File: config.mk
export PLATFORM = sky130hd
export DESIGN_NAME = clk_ratio_ctrl
export DESIGN_NICKNAME = d
export VERILOG_FILES = /design/src/rtl/clk_ratio_ctrl.sv
export SDC_FILE = /design/constraint.sdc
export NUM_CORES = 1
export LEC_CHECK = 0
export CAP_MARGIN = 20
export CORE_MARGIN = 5
export CORE_UTILIZATION = 55
export CTS_CLUSTER_DIAMETER = 150
export DETAILED_ROUTE_END_ITERATION = 7
export HOLD_SLACK_MARGIN = 0.05
export PLACE_DENSITY = 0.86
export SLEW_MARGIN = 20
export SYNTH_ARGS = -nofsm -noshare
export SYNTH_HDL_FRONTEND = slang
export SYNTH_SLANG_ARGS = --single-unit
File: constraint.sdc
create_clock -name clk -period 4.3 [get_ports clk]
set_input_delay 0.86 -clock clk [delete_from_list [all_inputs] [get_ports clk]]
set_output_delay 0.86 -clock clk [all_outputs]
set_load 0.05 [all_outputs]
File: src/rtl/clk_ratio_ctrl.sv
// Run-time programmable clock divider: ratio changes via valid/ready, applied on
// a rising boundary of clk_out, with glitch-free stop/start and phase strobes.
module clk_ratio_ctrl #(
    parameter int unsigned CNT_W     = 4,
    parameter int unsigned RESET_DIV = 2
) (
    input  logic             clk,
    input  logic             reset,
    input  logic             run,
    input  logic             cfg_valid,
    input  logic [CNT_W-1:0] cfg_div,
    output logic             cfg_ready,
    output logic             cfg_ack,
    output logic             clk_out,
    output logic             rise_en,
    output logic             fall_en,
    output logic [CNT_W-1:0] cur_div,
    output logic             running
);

    typedef enum logic [1:0] {
        ST_STOP,
        ST_RUN,
        ST_SWITCH
    } state_t;

    state_t           state;
    logic [CNT_W-1:0] cnt;
    logic [CNT_W-1:0] pend_div;
    logic [CNT_W-1:0] cfg_div_fix;
    logic             at_end;
    logic             accept;

    assign cfg_ready   = (state != ST_SWITCH);
    assign running     = (state != ST_STOP);
    assign accept      = cfg_valid && cfg_ready;
    assign cfg_div_fix = (cfg_div == '0) ? CNT_W'(1) : cfg_div;
    assign at_end      = (cnt == cur_div - CNT_W'(1));

    always_ff @(posedge clk or posedge reset) begin
        if (reset) begin
            state    <= ST_RUN;
            cnt      <= '0;
            cur_div  <= CNT_W'(RESET_DIV);
            pend_div <= '0;
            clk_out  <= 1'b0;
            rise_en  <= 1'b0;
            fall_en  <= 1'b0;
            cfg_ack  <= 1'b0;
        end else begin
            rise_en <= 1'b0;
            fall_en <= 1'b0;
            cfg_ack <= 1'b0;
            case (state)
                ST_RUN: begin
                    // An accept outranks a stop request; SWITCH handles the stop next cycle.
                    if (accept) begin
                        pend_div <= cfg_div_fix;
                        state    <= ST_SWITCH;
                    end
                    if (!accept && !run && !clk_out) begin
                        state <= ST_STOP;
                        cnt   <= '0;
                    end else if (at_end) begin
                        cnt     <= '0;
                        clk_out <= ~clk_out;
                        rise_en <= ~clk_out;
                        fall_en <= clk_out;
                        if (!accept && !run)
                            state <= ST_STOP;
                    end else begin
                        cnt <= cnt + CNT_W'(1);
                    end
                end
                ST_SWITCH: begin
                    if (!run && !clk_out) begin
                        cur_div <= pend_div;
                        cfg_ack <= 1'b1;
                        state   <= ST_STOP;
                        cnt     <= '0;
                    end else if (at_end) begin
                        cnt     <= '0;
                        clk_out <= ~clk_out;
                        rise_en <= ~clk_out;
                        fall_en <= clk_out;
                        // Rising edge (or falling edge when stopping) commits the new ratio.
                        if (!clk_out || !run) begin
                            cur_div <= pend_div;
                            cfg_ack <= 1'b1;
                            state   <= clk_out ? ST_STOP : ST_RUN;
                        end
                    end else begin
                        cnt <= cnt + CNT_W'(1);
                    end
                end
                ST_STOP: begin
                    clk_out <= 1'b0;
                    cnt     <= '0;
                    if (accept) begin
                        pend_div <= cfg_div_fix;
                        cur_div  <= cfg_div_fix;
                        cfg_ack  <= 1'b1;
                    end
                    if (run)
                        state <= ST_RUN;
                end
                default: state <= ST_RUN;
            endcase
        end
    end

endmodule

==> Word-level counts from Yosys, hierarchy flattened <==
Cells that the tools add are included.
Widths: inputs -> output; s select.
{ "word_totals": {"ff_bits": 18, "in_bits": 8, "word_cells": 76} }
{ "classes": {"addsub": 2, "eq_ne": 10, "n_mux": 37, "n_bitwise": 1, "n_reduce_logical": 18} }
{ "op_table": {"columns": ["cell", "n"], "rows": [
  ["$mux 4", 8],
  ["$mux 2", 8],
  ["$mux 1", 14],
  ["$pmux 4 s3", 1],
  ["$ne 2x2->1 const B", 5],
  ["$pmux 4 s2", 1],
  ["$ne 3x3->1 const B", 2],
  ["$pmux 1 s2", 3],
  ["$pmux 2 s3", 1],
  ["$reduce_and 3->1", 2],
  ["$add 4x1->4 const B", 1],
  ["$eq 4x4->1", 1],
  ["$logic_and 1x1->1", 4],
  ["$logic_not 4->1", 1],
  ["$reduce_and 4->1", 1],
  ["$reduce_bool 2->1", 2],
  ["$sub 4x1->4 const B", 1],
  ["$logic_not 1->1", 3],
  ["$pmux 1 s3", 1],
  ["$reduce_bool 3->1", 1],
  ["$eq 2x1->1 const B", 1],
  ["$eq 2x2->1 const B", 1],
  ["$logic_not 2->1", 1],
  ["$reduce_and 2->1", 1],
  ["3 further kinds", 3]
]} }

==> Longest topological paths before layout <==
Gate-level depths: netlist (run 1).
{ "depth": {"word_depth": 8, "ltp_mapped": 7, "depth_no_buf": 7} }

==> Worst setup path before layout (run 1) <==
No wires, ideal clock.
{ "synth_path": {"path_type": "register to output", "startpoint": "register state[0]", "endpoint": "output port cfg_ready", "arrival_time_ps": 1209, "slack_ps": 2231, "stages_incl_launch_ff": 4, "cell_sequence": "dfstp_2 -> inv_1 -> ha_1 -> inv_1"} }
{ "synth_via": {"elab_chain_cells": 1} }
{ "synth_lines": {"columns": ["element", "line_no", "text"], "rows": [
  ["start, declared", "27", "state_t state;"],
  ["start signal, assigned", "90", "state <= clk_out ? ST_STOP : ST_RUN;"],
  ["$ne 2x2->1", "34", "assign cfg_ready = (state != ST_SWITCH);"],
  ["end, declared", "12", "output logic cfg_ready,"]
]} }
Every way passes these cells.

==> Worst setup path in the final report (run 1) <==
Same ends and word-level chain as after synthesis.

==> impl_metrics.tcl, run 1 <==
set metrics [dict create \
    coreArea_um2 2000 \
    grt_max_degree 19 \
    slowest_stage "clkdlybuf4s50_1" \
    die_y_um 56.5 \
    slowest_delay_ns 0.84 \
    design_area_um2 1410 \
    maxCapViolCount 0 \
    synthesis.area_um2 1190 \
    multi_input_area_um2 683 \
    placed_area_um2 1370 \
    place_inst 164 \
    synth_top_area_share_pct 33.7 \
    synth_edf_count 0 \
    min_path_type "reg -> reg" \
    setup_viol_count_final 0 \
    route.detailed.drc 0 \
    power_mw 1.16 \
    relSlewSlack_pct 54.5 \
    slew_violations 0 \
    netlist_instances 124 \
    vias_per_cell 6.12 \
    period_share_pct 75.5 \
    clk_latency_ns 0.30 \
    ys_top_cells_by_area "dfrtp_1, ha_1, dfstp_2" \
    cts_setup_buffers 0 \
    path_class "reg -> out" \
    cts_made_buffers 3 \
    yosys_warnings 0 \
    port_buffers 17 \
    yosysMostFrequentCell "dfrtp_1" \
    routed_wl_um 2630 \
    cts_tree "yes" \
    synth_commonest_cells "dfrtp_1, nand2_1, o21ai_0" \
    worst_clock_skew_ns 0.00679 \
    holdBufCountCts 0 \
    cts_htree_levels 1 \
    gr-usage-all-layers_pct 17.6 \
    antenna_cells 0 \
    cp-end-kind "output port" \
    path_clk_slew_ns 0.11 \
    irDropWorstVdd_mv 0.469 \
    pwr_density_cell_nw_per_um2 824 \
    path_cells "inv_1 > ha_1 > inv_1 > clkdlybuf4s50_1" \
    cp.arrival_ns 2.39 \
    p_leak_nw 0.613 \
    n_fill_cell 151 \
    io_pins 18 \
    wl_per_cell_um 15.7 \
    dpl.hpwl_um 1920 \
    grt_pass1_wl_um 4530 \
    postLayoutCoreUtil_pct 70.4 \
    layout-drive-gt1-share_pct 13.5 \
    die_area_um2 3190 \
    route.vias.total 1028 \
    async_flop_share_pct 100 \
    synth-seq-area-share_pct 38.1 \
    syn_area_per_cell_um2 9.58 \
    path_buf_inv 3 \
    seq_area_um2 453 \
    cp_max_fo 14 \
    die_w_um 56.5 \
    crit_top_cell "inv_1" \
    antenna_left 0 \
    clock_path_buffers 2 \
    max_slew.worst_pin.slew_ns 0.681 \
    first_pass_iters 4 \
    instances_no_fill 168 \
    status "finished clean" \
    synth.distinct_cells 41 \
    hold_viol_final 0 \
    antenna_found_initial 0 \
    yosys.area.top_type "dfrtp_1" \
    synth-seq-cells 18 \
    drt_iter0_markers 48 \
    fin_nets 156 \
    postSynthNetCount 138 \
    gp_congestion 0.853 \
    fmax_mhz 308 \
    syn2layout_area_growth_pct 18.8 \
    cp-start-kind "register" \
    rsz0062_at_grt "no" \
    tns_ns 0 \
    cts_sinks 18 \
    rows 16 \
    cts-resized-gates 0 \
    root_buffer "clkbuf_4" \
    start_util_pct 59.3 \
    finalCriticalPeriod_ns 3.25 \
    ys.flop_type "dfrtp_1" \
    required_ns 3.44 \
    first_global_vias 1022 \
    reg2reg_setup_slack_ns 2.15 \
    grt.overflow.total 0 \
    critPathTopFamily "buffers and inverters" \
]
[per-layer routing]
| metal | GRT usage (%) | up-vias | routed length (um) |
|---|---|---|---|
| met4 | 8.14 | 0 | 56 |
| met2 | 30.4 | 42 | 1340 |
| met1 | 20.8 | 494 | 1090 |
| met3 | 3.44 | 7 | 144 |
| met5 | 0 | - | 0 |
| li1 | - | 485 | - |
[worst register-to-register path, delay by kind of cell (launching register included)]
kind                       cells  cell delay (ns)
AOI/OAI and AO/OA              3             0.51
DFF                            1             0.57
and+or+nand+nor                2             0.58
buffers and inverters          1             0.07
adders and majority gates      1             0.37
[registers in the layout, summed over array words and instances (netlist names)]
register,cells
cur_div,4
cnt,4
cfg_ack,1
pend_div,4
clk_out,1
fall_en,1
rise_en,1
state,2
[kinds of logic (layout without fill, tap and decap cells)]
family          after synthesis  count (layout)  synth area share [%]
xor+xnor                      6               6                  6.85
fa+ha+maj                     6               6                  6.32
simple gates                 42              42                  19.6
compound gates               36              36                  21.9
flops                        18              18                  38.1
mux                           3               3                  2.84
buf+inv                      13              30                  4.32
[final cells by class]
type,count,area share (%)
Tap cell,27,2.40
Multi-Input combinational cell,93,48.4
Inverter,9,2.40
Timing Repair Buffer,17,12.1
Clock buffer,4,2.57
Sequential cell,18,32.1
[cell usage in the layout (no fill, tap or decap), drive strengths merged]
cell type,Yosys,final
nor2b,1,1
nand3,6,6
dfstp,2,2
o21bai,1,1
nand3b,3,3
xnor3,1,1
or2,1,1
o21ai,12,12
a31oi,5,5
and3,1,1
clkdlybuf4s50,0,17
ha,6,6
nand2,11,11
a21oi,6,6
inv,9,9
o311ai,1,1
o211ai,1,1
xnor2,2,2
or3,1,1
mux2,3,3
nor2,6,6
dfrtp,16,16
a311o,1,1
a22oi,1,1
nor3,7,7
xor2,3,3
o221ai,1,1
nor4b,1,1
nand2b,4,4
clkbuf,2,4
o221a,3,3
a21o,3,3
a32o,1,1
[final timing paths]
kind | startpoint | depth (start not counted) | end
worst min-delay path | pend_div[2] | 1 | pend_div[2]
worst max-delay path | state[0] | 4 | cfg_ready
worst min register to register | pend_div[2] | 1 | pend_div[2]
worst max register to register | state[0] | 7 | cnt[2]
max in group asynchronous | reset | 2 | state[1]
min in group asynchronous | reset | 2 | cur_div[0]
[stage by stage]
step	hold slack [ns]	setup slack, ns
6_report	0.537	1.05
5_1_grt	0.558	0.968
4_1_cts	0.540	1.06
3_5_place_dp	0.515	1.40
3_3_place_gp	0.503	1.47
2_1_floorplan	0.482	2.23
[power breakdown]
group	leakage (nW)	internal [mW]	switching, mW	total (mW)
Clock	0.0210	0.0517	0.0548	0.106
Combinational	0.370	0.287	0.450	0.736
Sequential	0.221	0.244	0.0749	0.319
Note: power is estimated with default switching activity, not from simulation.
==> run 2, diff against run 1 <==
- CORE_UTILIZATION: 55 -> 48
- PLACE_DENSITY: 0.86 -> 0.8
- clock period: 4.3 -> 2.61 ns (I/O delays scaled with it)
==> run 2 against run 1 <==
Compared with the run above:
- clock power rose by 29%
- wire length fell by 5.5%
- hold slack got worse by 0.0067 ns
- die area rose by 12%
- register-to-register slack got worse by 1.7 ns
- count of clock-buffer cells in the layout fell by 1
- first-iteration DRC count rose by 27%
- utilization fell by 12 points
- critical path depth did not move
- cell count rose by 1.2%
- design area fell by 0.18%
- critical path type unchanged
- largest cell class unchanged
==> impl_metrics.tcl, run 2 (same netlist as run 1, synthesis figures left out) <==
set metrics [dict create \
    status "finished clean" \
    path_clk_slew_ns 0.10 \
    rsz0062_at_grt "no" \
    min_path_type "reg -> reg" \
    wl_per_cell_um 14.6 \
    first_global_vias 947 \
    cp_max_fo 14 \
    slowest_delay_ns 0.56 \
    gp_congestion 0.807 \
    setup_ws_ns 0.320 \
    path_cells "inv_1 > ha_1 > inv_1 > buf_12" \
    vias_per_cell 5.82 \
    grt.overflow.total 0 \
    io_pins 18 \
    cts-resized-gates 0 \
    cts_made_buffers 3 \
    drt_iter0_markers 61 \
    power_mw 1.87 \
    path_class "reg -> out" \
    setup_viol_count_final 0 \
    maxCapViolCount 0 \
    worst_clock_skew_ns 0.00342 \
    cp-end-kind "output port" \
    rows 18 \
    die_area_um2 3570 \
    fmax_mhz 437 \
    cts_tree "yes" \
    grt_pass1_wl_um 4270 \
    grt_max_degree 19 \
    clk_latency_ns 0.29 \
    relSlewSlack_pct 53.6 \
    slowest_stage "dfstp_2" \
    n_fill_cell 220 \
    finalCriticalPeriod_ns 2.29 \
    pwr_density_cell_nw_per_um2 1320 \
    cts_htree_levels 1 \
    irDropWorstVdd_mv 0.816 \
    slew_violations 0 \
    clock_path_buffers 2 \
    route.detailed.drc 0 \
    layout_common_cells "dfrtp_1, clkdlybuf4s50_1, nand2_1, o21ai_0, inv_1" \
    fin_nets 156 \
    seq_area_um2 453 \
    crit_top_cell "inv_1" \
    hold_viol_final 0 \
    path_buf_inv 3 \
    pre_cts_slack_ns 0.474 \
    postLayoutCoreUtil_pct 58.4 \
    tns_ns 0 \
    root_buffer "clkbuf_4" \
    required_ns 2.09 \
    cp.arrival_ns 1.77 \
    period_share_pct 87.8 \
    final_common_cell "dfrtp_1" \
    coreArea_um2 2410 \
    placed_area_um2 1390 \
    antenna_cells 0 \
    gr-usage-all-layers_pct 16.3 \
    antenna_left 0 \
    dpl.hpwl_um 1910 \
    holdBufCountCts 0 \
    max_slew.worst_pin.slew_ns 0.695 \
    die_y_um 59.7 \
    syn2layout_area_growth_pct 18.5 \
    cp-start-kind "register" \
    p_leak_nw 0.612 \
    multi_input_area_um2 683 \
    port_buffers 17 \
    route.vias.total 989 \
    routed_wl_um 2490 \
    design_area_um2 1410 \
    cts_setup_buffers 0 \
    start_util_pct 49.3 \
    largestRegisters "cnt x4, cur_div x4, pend_div x4" \
    layout-drive-gt1-share_pct 14.3 \
    die_w_um 59.7 \
    cts_sinks 18 \
    first_pass_iters 5 \
    antenna_found_initial 0 \
    critPathTopFamily "flip-flops" \
]
-- run 2: metal layers --
metal	GRT usage, %	up-vias	part of all wire, %
met5	0	-	0
met4	9.18	0	2.3
met3	3.67	5	4.7
met2	26.2	29	48
met1	19.9	471	44
li1	-	484	-
-- run 2: worst paths after layout --
kind | slack [ns] | to | start | cells past startpoint
max | 0.32 | cfg_ready | state[0] | 4
min | 0.53 | pend_div[1] | pend_div[1] | 1
max reg2reg | 0.45 | cnt[2] | state[0] | 7
min reg2reg | 0.53 | pend_div[1] | pend_div[1] | 1
max in group asynchronous | 1.54 | pend_div[3] | reset | 2
min in group asynchronous | 0.62 | fall_en | reset | 2
-- run 2: report_power, final --
group / internal (mW) / total, mW / switching, mW / leakage (nW)
Clock: 0.0538 / 0.137 / 0.0831 / 0.0138
Combinational: 0.478 / 1.20 / 0.726 / 0.377
Sequential: 0.402 / 0.524 / 0.122 / 0.221
Total: 0.934 / 1.87 / 0.931 / 0.612
-- run 2: final cells by class --
type                       count  area share (%)
multi-input combinational     93            48.5
sequential                    18            32.2
timing repair buffer          17            12.6
tap                           30            2.67
inverter                       9            2.40
clock buffer                   3            1.60
-- run 2: stage by stage --
step / hold WS (ns) / instances
detailed placement: 0.513 / 167
floorplan: 0.459 / 124
global placement: 0.504 / 167
CTS: 0.536 / 170
finish: 0.531 / 170
global route: 0.545 / 170
-- run 2: worst register-to-register path, delay by kind of cell (launching register included) --
family	cells	cell delay, ns
compound gates	3	0.57
fa+ha+maj	1	0.47
flops	1	0.39
buf+inv	2	0.36
simple gates	1	0.30
==> run 3, diff against run 2 <==
- CAP_MARGIN: 20 -> not set
- GPL_ROUTABILITY_DRIVEN: not set -> 0
==> results of run 3 <==
No change in the layout: final DEF, timing and power equal those of run 2.
